===== config.mk =====
export PLATFORM = sky130hd
export DESIGN_NAME = clk_gate_ctrl
export DESIGN_NICKNAME = d
export VERILOG_FILES = /design/src/rtl/clk_gate_pkg.sv /design/src/rtl/clk_gate_ctrl.sv
export SDC_FILE = /design/constraint.sdc
export NUM_CORES = 1
export LEC_CHECK = 0
export CAP_MARGIN = 20
export CORE_MARGIN = 10
export CORE_UTILIZATION = 35
export CTS_BUF_LIST = sky130_fd_sc_hd__clkbuf_2 sky130_fd_sc_hd__clkbuf_4 sky130_fd_sc_hd__clkbuf_8
export DETAILED_ROUTE_END_ITERATION = 12
export PLACE_DENSITY = 0.65
export SLEW_MARGIN = 10
export SYNTH_ARGS = -nofsm -noshare
export SYNTH_HDL_FRONTEND = slang
export SYNTH_SLANG_ARGS = --single-unit

===== constraint.sdc =====
create_clock -name clk -period 2.2 [get_ports clk]
set_clock_uncertainty 0.2 [all_clocks]
set_input_delay 0.22 -clock clk [delete_from_list [all_inputs] [get_ports clk]]
set_output_delay 0.22 -clock clk [all_outputs]
set_load 0.02 [all_outputs]

===== src/rtl/clk_gate_pkg.sv =====
// Shared types and helpers for the clock-gate enable sequencer.
// Holds the FSM state encoding, the registered output bundle and the counter sizing.
package clk_gate_pkg;

    typedef enum logic [1:0] {
        RUN       = 2'd0,
        IDLE_WAIT = 2'd1,
        GATED     = 2'd2,
        WAKING    = 2'd3
    } cg_state_e;

    typedef struct packed {
        logic en;
        logic active;
        logic gated;
    } cg_out_t;

    localparam cg_out_t CG_OUT_RESET = '{en: 1'b1, active: 1'b1, gated: 1'b0};

    // The counter has to hold the larger of the two windows without wrapping.
    function automatic int cg_cnt_width(input int idle_cycles, input int wake_cycles);
        int max_cycles;
        max_cycles = (idle_cycles > wake_cycles) ? idle_cycles : wake_cycles;
        return (max_cycles < 1) ? 1 : $clog2(max_cycles + 1);
    endfunction

    function automatic cg_out_t cg_outputs(input cg_state_e state);
        cg_out_t o;
        o = CG_OUT_RESET;
        case (state)
            RUN:       o = '{en: 1'b1, active: 1'b1, gated: 1'b0};
            IDLE_WAIT: o = '{en: 1'b1, active: 1'b1, gated: 1'b0};
            GATED:     o = '{en: 1'b0, active: 1'b0, gated: 1'b1};
            WAKING:    o = '{en: 1'b1, active: 1'b0, gated: 1'b0};
            default:   o = CG_OUT_RESET;
        endcase
        return o;
    endfunction

endpackage


===== src/rtl/clk_gate_ctrl.sv =====
// Drives the enable of one clock-gate cell: gates after an idle hysteresis window,
// ungates on wake or loss of permission, and flags the clock active after a settle window.
module clk_gate_ctrl
    import clk_gate_pkg::*;
#(
    parameter int IDLE_CYCLES = 8,
    parameter int WAKE_CYCLES = 4
) (
    input  logic clk,
    input  logic rst_n,
    input  logic gate_req_i,
    input  logic idle_i,
    input  logic wake_i,
    output logic cg_en_o,
    output logic clk_active_o,
    output logic gated_o
);

    localparam int CW = cg_cnt_width(IDLE_CYCLES, WAKE_CYCLES);
    localparam logic [CW-1:0] IDLE_LAST = CW'(IDLE_CYCLES - 1);
    localparam logic [CW-1:0] WAKE_LAST = CW'((WAKE_CYCLES > 0) ? WAKE_CYCLES - 1 : 0);
    localparam logic [CW-1:0] CNT_MAX   = {CW{1'b1}};
    localparam logic [CW-1:0] CNT_ONE   = CW'(1);

    cg_state_e      state_q, state_d;
    logic [CW-1:0]  cnt_q, cnt_d;
    cg_out_t        out_q, out_d;
    logic           qualify;
    logic           exit_gated;

    assign qualify    = gate_req_i & idle_i & ~wake_i;
    assign exit_gated = wake_i | ~gate_req_i;

    function automatic logic [CW-1:0] sat_inc(input logic [CW-1:0] v);
        return (v == CNT_MAX) ? v : v + CNT_ONE;
    endfunction

    always_comb begin
        state_d = state_q;
        cnt_d   = cnt_q;
        case (state_q)
            RUN: begin
                cnt_d = '0;
                if (qualify) begin
                    if (IDLE_CYCLES == 1) begin
                        state_d = GATED;
                    end else begin
                        state_d = IDLE_WAIT;
                        cnt_d   = CNT_ONE;
                    end
                end
            end
            // Any drop of the qualify condition restarts the whole window from RUN.
            IDLE_WAIT: begin
                if (!qualify) begin
                    state_d = RUN;
                    cnt_d   = '0;
                end else if (cnt_q == IDLE_LAST) begin
                    state_d = GATED;
                    cnt_d   = '0;
                end else begin
                    cnt_d = sat_inc(cnt_q);
                end
            end
            GATED: begin
                if (exit_gated) begin
                    state_d = (WAKE_CYCLES == 0) ? RUN : WAKING;
                    cnt_d   = '0;
                end
            end
            WAKING: begin
                if (cnt_q == WAKE_LAST) begin
                    state_d = RUN;
                    cnt_d   = '0;
                end else begin
                    cnt_d = sat_inc(cnt_q);
                end
            end
            default: begin
                state_d = RUN;
                cnt_d   = '0;
            end
        endcase
        out_d = cg_outputs(state_d);
    end

    // Reset forces the enable high at once; the cell latch only samples while clk is low.
    always_ff @(posedge clk or negedge rst_n) begin
        if (!rst_n) begin
            state_q <= RUN;
            cnt_q   <= '0;
            out_q   <= CG_OUT_RESET;
        end else begin
            state_q <= state_d;
            cnt_q   <= cnt_d;
            out_q   <= out_d;
        end
    end

    assign cg_en_o      = out_q.en;
    assign clk_active_o = out_q.active;
    assign gated_o      = out_q.gated;

endmodule


==> reports/qor.txt, run 1 <==
Adder-cell area share of the yosys netlist = 0.02545
Asr flop ratio synth = 1.000
Pre-CTS setup slack = 333.8 ps
Clk_lat worst skew = 260 ps
Largest cells by area after synthesis = dfrtp_1 36%, dfstp_2 11%, o21ai_0 4.1%
Clock buffer count from CTS = 3
Setup_tns = 0 ps
Most frequent cells in the layout = 7 x dfrtp_1, 7 x clkdlybuf4s50_1, 5 x nor2_1
Levels on crit path = 1
Crit path max-delay cell type = clkdlybuf4s50_1
Simple-gate area share of the yosys netlist = 0.2265
# port buffers = 7
Final instance area = 595.6 µm²
Number of flops mapped to enable cells by yosys = 0
# DRC = 0
Max incr delay on CP = 590 ps
Hold/Removal Path Class = primary input to async pin
Tmin final = 1785 ps
Routed wire length = 942 µm
Worst EP required = 1780 ps
Die X = 57.48 µm
Placed cell areas = 565.5 µm²
Setup Buffers After CTS = 0
Max-slew headroom = 0.7344
Pin count of the biggest net entering global routing = 11
Max Slew Vio Count = 0
First-pass GRT wire length = 1.566 mm
Family with the most delay on the worst path = buffers and inverters
Final GP Congestion = 0.7469
# clock sinks = 9
H-tree depth = 1
Initial Util = 0.3732
Full die area = 0.003304 mm²
PostCTS Resize Cnt = 0
Netlist Area Pre-Place = 491.7 µm²
Max rail drop VDD = 332.0 µV
GRT Total Usage = 0.06063
Seq/Total Area, Yosys = 0.4631
Layout cells sized above 1 = 0.1356
Cell taking the most area after synthesis = dfrtp_1
CTS tree = done
Final net count = 66
Critical path type = flop to output port
Startpoint types = flop
Max Cap Viol = 0
Fin worst setup slack = 415.2 ps
Least-Margin Pin Slew = 397.2 ps
CTS Hold Bufs = 0
HPWL after DPL = 717.8 µm
Vias per cell = 5.297
ANT nets after route = 0
Std cell rows = 13
Largest family of logic cells by synthesized area = compound AO/OA/AOI/OAI gates
Net Count, Synth = 56
WL/cell = 12.73 µm
Leak Pwr = 0.2561 nW
Max Clock Freq = 560.3 MHz
Synth Area in XOR/XNOR = 0.01781
Core area = 0.001318 mm²
Worst EP arrival = 1360 ps
Synth Register Bits = 9
Clk pin slew, worst setup/hold paths = 60 ps
Initial DRC Count = 1
Layout area overhead = 21.12%
CP Capture Type = output port
I/O Pins = 8
Buf/Inv on CP = 1
YS warnings = 0
Number of antenna violations at the first check in global routing = 0
Library cells used by synthesis = 26
# diodes = 0
Final Hold Slack = 48.27 ps
Mapped Cells = 50
Syn Area/Cell = 9.834 µm²
Part of the cycle the worst path needs = 0.8113
Vias in the first global route = 356
Die Span Y = 57.48 µm
Vias = 392
Outcome = finished, final reports clean
Final setup vio count = 0
Clock tree buffer depth = 2
Worst Reg-to-Reg Cells = 5
Compound-Gate Fraction of Synth Area = 0.2290
Final Hold Fails = 0
CP max FO = 1
Share of the synthesized area in the top cell type = 0.3562
RSZ-0062 raised after global routing = no
GRT overflow = 0
Main synth FF type = dfrtp_1
DRT Pass-1 Iters = 2
Power Dens Cells = 552.6 mW/mm²
Mux cell area share after synthesis = 0
Worst-path cell chain = clkdlybuf4s50_1
Clock root cell = clkbuf_4
## sequential cells by signal, summed over array words and instances, names as in the netlist
name / flops
cg_en_o: 1
clk_active_o: 1
cnt_q: 4
gated_o: 1
state_q: 2
## through the flow
stage	instances	power, mW	utilization
finish	74	0.3291	0.4520
global route	74	0.3484	0.4520
CTS	74	0.3381	0.4520
detailed placement	70	0.1935	0.4293
global placement	70	0.1932	0.4293
floorplan	50	0.1812	-
## synth_stat cells (2+ instances only)
cell type	n
nand3b_1	2
nor3b_1	2
dfrtp_1	7
nand2_1	4
buf_4	2
nor3_1	2
dfstp_2	2
nor2_1	5
nand3_1	2
a21oi_1	3
o21ai_0	4
## cell families after synthesis
group / count (synthesis)
buf+inv: 3
simple gates: 20
compound gates: 16
fa+ha+maj: 1
flops: 9
xor+xnor: 1
## final cells by class
type,count,area (µm²)
Tap cell,15,18.77
Multi-Input combinational cell,38,245.2
Clock buffer,4,30.03
Fill cell,133,721.9
Inverter,1,3.754
Timing Repair Buffer,7,70.07
Sequential cell,9,227.7
## layer usage
metal / track usage / up-vias / share of wire
li1: - / 202 / -
met5: 0 / - / 0
met4: 0.02013 / 0 / 0.0096
met3: 0.04867 / 2 / 0.047
met2: 0.08896 / 5 / 0.47
met1: 0.06412 / 183 / 0.47
## power breakdown
part | internal [mW] | switching (mW)
registers | 0.167 | 0.00285
logic | 0.0113 | 0.00860
clock network | 0.0822 | 0.0569
## path summary, 6_finish.rpt
kind / slack (ps) / end / from
max: 420 / clk_active_o / clk_active_o$_DFF_PN1_
max in group asynchronous: 1430 / cg_en_o$_DFF_PN1_ / rst_n
min in group clk: 350 / cnt_q[1]$_DFFE_PN0P_ / cnt_q[1]$_DFFE_PN0P_
max reg2reg: 510 / cnt_q[0]$_DFFE_PN0P_ / cnt_q[0]$_DFFE_PN0P_
min reg2reg: 350 / cnt_q[1]$_DFFE_PN0P_ / cnt_q[1]$_DFFE_PN0P_
min: 50 / state_q[0]$_DFF_PN0_ / rst_n
Note: power is estimated with default switching activity, not from simulation.
==> run 2, diff against run 1 <==
--- a/config.mk
+++ b/config.mk
@@ -10,7 +10,7 @@
 export CORE_UTILIZATION = 35
 export CTS_BUF_LIST = sky130_fd_sc_hd__clkbuf_2 sky130_fd_sc_hd__clkbuf_4 sky130_fd_sc_hd__clkbuf_8
 export DETAILED_ROUTE_END_ITERATION = 12
-export PLACE_DENSITY = 0.65
+export PLACE_DENSITY = 0.67
 export SLEW_MARGIN = 10
 export SYNTH_ARGS = -nofsm -noshare
 export SYNTH_HDL_FRONTEND = slang
==> constraint.sdc (replaced) <==
create_clock -name clk -period 1.6 [get_ports clk]
set_clock_uncertainty 0.2 [all_clocks]
set_input_delay 0.16 -clock clk [delete_from_list [all_inputs] [get_ports clk]]
set_output_delay 0.16 -clock clk [all_outputs]
set_load 0.02 [all_outputs]
==> run 2 against run 1 <==
- the flow now finishes with violations (hold timing)
- critical path depth did not move
- flip-flop and latch count did not move
- cell count rose by 15%
- power rose by 39%
- hold slack got worse by 53 ps
- sequential power rose by 36%
- first-iteration DRC count rose to 6.0 times the previous value
- setup slack got worse by 340 ps
- non-clock buffer count rose by 11
- clock power rose by 36%
- die area did not move
- register-to-register slack got worse by 430 ps
- largest cell class unchanged
==> reports/qor.txt, run 2 (synthesis results as in run 1) <==
Outcome = complete, but fails checks
Failing checks = hold timing
Die X = 57.48 µm
Register Area = 229.0 µm²
Clock root cell = clkbuf_4
Layout area overhead = 41.73%
Buf/Inv on CP = 1
Top reg by flops = cnt_q
Met1 Use GR = 0.08911
Sequential Power Share = 0.506
DRT Pass-1 Iters = 4
Commonest non-fill, non-tap cell in the layout = buf_4
# clock sinks = 9
Power Dens Cells = 656.9 mW/mm²
WL/cell = 12.44 µm
Max-slew headroom = 0.7322
Sw Share = 0.2047
Critical path type = flop to output port
Die Span Y = 57.48 µm
Part of the cycle the worst path needs = 0.9520
Vias per cell = 5.106
Max Clock Freq = 656.5 MHz
# diodes = 0
Max incr delay on CP = 590 ps
GRT Total Usage = 0.07391
Full die area = 0.003304 mm²
GRT overflow = 0
FILL cells = 123
First-pass GRT wire length = 1.973 mm
Crit path max-delay cell type = clkdlybuf4s50_1
Number of antenna violations at the first check in global routing = 0
Max rail drop VDD = 343.3 µV
Startpoint types = flop
Clk pin slew, worst setup/hold paths = 60 ps
Max reg flops = 4
Vias in the first global route = 457
Max Cap Viol = 0
Vias = 434
HPWL after DPL = 861.3 µm
Clk_lat worst skew = 260 ps
Pin count of the biggest net entering global routing = 10
Fin worst setup slack = 76.80 ps
Cell Int Power = 364.1 µW
Net Switching = 93.71 µW
Worst Reg-to-Reg Cells = 4
Layout cells sized above 1 = 0.3143
RSZ-0062 raised after global routing = yes
CP Capture Type = output port
# port buffers = 7
CTS Hold Bufs = 0
Final setup vio count = 0
Worst EP arrival = 1160 ps
Met3 global-route usage = 0.05310
Power share of the clock group = 0.413
Global Route met2 Usage = 0.1058
Final Hold Slack = -4.960 ps
ANT nets after route = 0
Family with the most delay on the worst path = buffers and inverters
Std cell rows = 13
Setup Buffers After CTS = 0
Hold/Removal Path Class = primary input to async pin
Clock buffer count from CTS = 3
Worst EP required = 1240 ps
R2R setup slack = 80 ps
Area of the multi-input gates = 265.3 µm²
Core area = 0.001318 mm²
Final GP Congestion = 0.7685
I/O Pins = 8
Worst-path cell chain = clkdlybuf4s50_1
H-tree depth = 1
Pre-CTS setup slack = -211.8 ps
Busiest layer in global routing = met2
Leak Pwr = 0.3021 nW
Clock tree buffer depth = 2
Least-Margin Pin Slew = 400.4 ps
Max Slew Vio Count = 0
Initial DRC Count = 6
Largest regs = cnt_q (4), state_q (2)
Final net count = 77
Comb pwr share = 0.080
Final Hold Fails = 7
Routed wire length = 1.057 mm
Tmin final = 1523 ps
# DRC = 0
CP max FO = 1
Levels on crit path = 1
Initial Util = 0.3732
CTS tree = done
Most frequent cells in the layout = 11 x buf_4, 6 x dfrtp_1, 5 x nor2_1, 5 x clkdlybuf4s50_1
==> run 2: power by group through the flow <==
stage | clock network, mW | logic, mW | registers (mW)
finish | 0.189 | 0.0368 | 0.232
global route | 0.214 | 0.0414 | 0.232
CTS | 0.197 | 0.0375 | 0.231
detailed placement | 0 | 0.0373 | 0.235
global placement | 0 | 0.0368 | 0.235
floorplan | 0 | 0.0138 | 0.235
==> run 2: per-layer routing <==
metal	vias to the layer above	share of wire
met5	-	0
met4	0	0.0095
li1	226	-
met2	7	0.47
met1	199	0.44
met3	2	0.076
==> run 2: path summary, 6_finish.rpt <==
| path | start | end |
|---|---|---|
| setup reg to reg | state_q[1]$_DFF_PN0_ | cnt_q[0]$_DFFE_PN0P_ |
| max in group asynchronous | rst_n | clk_active_o$_DFF_PN1_ |
| hold reg to reg | state_q[1]$_DFF_PN0_ | clk_active_o$_DFF_PN1_ |
| setup / recovery | gated_o$_DFF_PN0_ | gated_o |
| hold / removal | rst_n | cnt_q[3]$_DFFE_PN0P_ |
| min in group clk | state_q[1]$_DFF_PN0_ | clk_active_o$_DFF_PN1_ |
==> run 2: repair_timing <==
item	4_1_cts	5_1_grt
gates resized for setup	2	5
pin swaps	1	2
hold endpoints to repair	0	0
endpoints found under the setup margin	3	3
==> run 2: layout make-up <==
cell class / count / area share
Inverter: 1 / 0.005386
Tap cell: 15 / 0.02693
Sequential cell: 9 / 0.3285
Timing Repair Buffer: 18 / 0.2154
Multi-Input combinational cell: 38 / 0.3806
Clock buffer: 4 / 0.04309
==> run 2: through the flow <==
stage               utilization  TNS [ps]  std cells  area, µm²  total power [mW]
floorplan                     -         0         50      491.7            0.2491
global placement         0.4919    -454.4         81      648.1            0.2723
detailed placement       0.4919    -517.3         81      648.1            0.2727
CTS                      0.5128         0         85      675.6            0.4660
global route             0.5290         0         85      696.9            0.4870
finish                   0.5290         0         85      696.9            0.4578
==> run 3, diff against run 2 <==
--- a/config.mk
+++ b/config.mk
@@ -10,7 +10,7 @@
 export CORE_UTILIZATION = 35
 export CTS_BUF_LIST = sky130_fd_sc_hd__clkbuf_2 sky130_fd_sc_hd__clkbuf_4 sky130_fd_sc_hd__clkbuf_8
 export DETAILED_ROUTE_END_ITERATION = 12
-export PLACE_DENSITY = 0.67
+export PLACE_DENSITY = 0.65
 export SLEW_MARGIN = 10
 export SYNTH_ARGS = -nofsm -noshare
 export SYNTH_HDL_FRONTEND = slang
==> constraint.sdc (replaced) <==
create_clock -name clk -period 1.75 [get_ports clk]
set_clock_uncertainty 0.2 [all_clocks]
set_input_delay 0.175 -clock clk [delete_from_list [all_inputs] [get_ports clk]]
set_output_delay 0.175 -clock clk [all_outputs]
set_load 0.02 [all_outputs]
==> run 3 against run 2 <==
- the flow now finishes without violations
- count of clock-buffer cells in the layout stayed put
- register-to-register slack better by 80 ps
- die area stayed put
- cell count down 7.1%
- sequential power shrank 8.6%
- largest cell class unchanged
- combinational power decreased by 13%
- routed wire length down 7.1%
==> reports/qor.txt, run 3 (synthesis results as in run 1) <==
Outcome = finished, final reports clean
# DRC = 0
# diodes = 0
Final GP Congestion = 0.7631
Top reg by flops = cnt_q
Part of the cycle the worst path needs = 0.9123
Clk pin slew, worst setup/hold paths = 60 ps
GRT Total Usage = 0.06376
Clk_lat worst skew = 260 ps
Final net count = 71
Total Power = 416.6 µW
H-tree depth = 1
Tmin final = 1597 ps
Max reg flops = 4
Routed wire length = 982 µm
Finished Core Util = 0.4805
CTS tree = done
Most frequent cells in the layout = 7 x dfrtp_1, 5 x nor2_1, 5 x clkdlybuf4s50_1, 5 x buf_4
Layout area overhead = 28.75%
# clock sinks = 9
I/O Pins = 8
Startpoint types = flop
RSZ-0062 raised after global routing = no
Worst Reg-to-Reg Cells = 5
CP max FO = 6
Initial Util = 0.3732
Worst-path cell chain = ha_2, nand2b_1, o221ai_2, nor3_1, a211o_1
Clock tree buffer depth = 2
Final Hold Slack = 14.55 ps
Power share of the clock group = 0.415
Die X = 57.48 µm
Power Dens Cells = 658.1 mW/mm²
Max-slew headroom = 0.7248
WL/cell = 12.43 µm
Sw Share = 0.2051
R2R setup slack = 150 ps
Largest regs = cnt_q (4), state_q (2)
CP Capture Type = flop
Max Cap Viol = 0
Critical path type = flop to flop
Worst EP required = 1690 ps
Net Switching = 85.45 µW
Vias per cell = 5.127
Final Hold Fails = 0
Pre-CTS setup slack = -48.00 ps
Max rail drop VDD = 386.1 µV
Setup_tns = 0 ps
RR Endpoint = cnt_q[0]$_DFFE_PN0P_
Initial DRC Count = 10
Number of antenna violations at the first check in global routing = 0
Core area = 0.001318 mm²
Final setup vio count = 0
Clock buffer count from CTS = 3
Std cell rows = 13
Sequential Power Share = 0.508
PostCTS Resize Cnt = 2
Post-Place Cells = 75
Fin worst setup slack = 153.4 ps
HPWL after DPL = 778.8 µm
Full die area = 0.003304 mm²
First-pass GRT wire length = 1.690 mm
DRT Pass-1 Iters = 4
Comb pwr share = 0.077
RR Startpoint = cnt_q[1]$_DFFE_PN0P_
Placed cell areas = 603.1 µm²
Setup Buffers After CTS = 0
Die Span Y = 57.48 µm
Crit path max-delay cell type = dfrtp_1
Pin count of the biggest net entering global routing = 10
Family with the most delay on the worst path = compound AO/OA/AOI/OAI gates
Hold/Removal Path Class = primary input to async pin
Leak Pwr = 0.2734 nW
Max Slew Vio Count = 0
Least-Margin Pin Slew = 411.5 ps
# port buffers = 7
Max incr delay on CP = 370 ps
Layout cells sized above 1 = 0.2188
Clock root cell = clkbuf_4
CTS Hold Bufs = 0
Vias in the first global route = 400
Max Clock Freq = 626.3 MHz
Worst EP arrival = 1540 ps
Final instance area = 633.1 µm²
Commonest non-fill, non-tap cell in the layout = dfrtp_1
ANT nets after route = 0
Buf/Inv on CP = 0
Vias = 405
Final cell count without fillers = 79
Cell Int Power = 331.2 µW
GRT overflow = 0
-- run 3: cell types whose count changed in the layout (fill, tap and decap cells not counted) --
| cell | before | now |
|---|---|---|
| buf_4 | 11 | 5 |
| dfrtp_1 | 6 | 7 |
| dfrtp_2 | 1 | 0 |
| ha_2 | 0 | 1 |
| ha_4 | 1 | 0 |
| nand2b_1 | 0 | 1 |
| nand2b_4 | 1 | 0 |
| o21ai_0 | 3 | 4 |
| o21ai_1 | 1 | 0 |
-- run 3: power groups by stage --
stage / registers (mW) / logic, mW / clock network, mW
6_report: 0.212 / 0.0319 / 0.173
5_1_grt: 0.212 / 0.0358 / 0.194
4_1_cts: 0.211 / 0.0324 / 0.185
3_5_place_dp: 0.215 / 0.0323 / 0
3_3_place_gp: 0.215 / 0.0320 / 0
2_1_floorplan: 0.215 / 0.0126 / 0
-- run 3: area by class of cell --
class,instances,area [µm²]
Clock buffer,4,30.03
Sequential cell,9,227.7
Timing Repair Buffer,12,105.1
Fill cell,129,684.4
Tap cell,15,18.77
Multi-Input combinational cell,38,247.7
Inverter,1,3.754
-- run 3: metal layers --
layer | global-route usage | share of wire | vias to the layer above | wire, µm
met3 | 0.05088 | 0.084 | 0 | 82
met4 | 0 | 0 | 0 | 0
met5 | 0 | 0 | - | 0
met2 | 0.1058 | 0.48 | 9 | 468
li1 | - | - | 211 | -
met1 | 0.06551 | 0.44 | 185 | 432
-- run 3: how the worst max path moves through the flow --
stage / startpoint / slack (ps) / end / cells after the start
2_1_floorplan: cnt_q[0]$_DFFE_PN0P_ / 200 / cnt_q[0]$_DFFE_PN0P_ / 5
6_report: cnt_q[1]$_DFFE_PN0P_ / 150 / cnt_q[0]$_DFFE_PN0P_ / 5
4_1_cts: cnt_q[1]$_DFFE_PN0P_ / 100 / cnt_q[0]$_DFFE_PN0P_ / 5
5_1_grt: cnt_q[1]$_DFFE_PN0P_ / 50 / cnt_q[0]$_DFFE_PN0P_ / 5
3_3_place_gp: wake_i / -30 / cnt_q[0]$_DFFE_PN0P_ / 5
3_5_place_dp: wake_i / -50 / cnt_q[0]$_DFFE_PN0P_ / 5
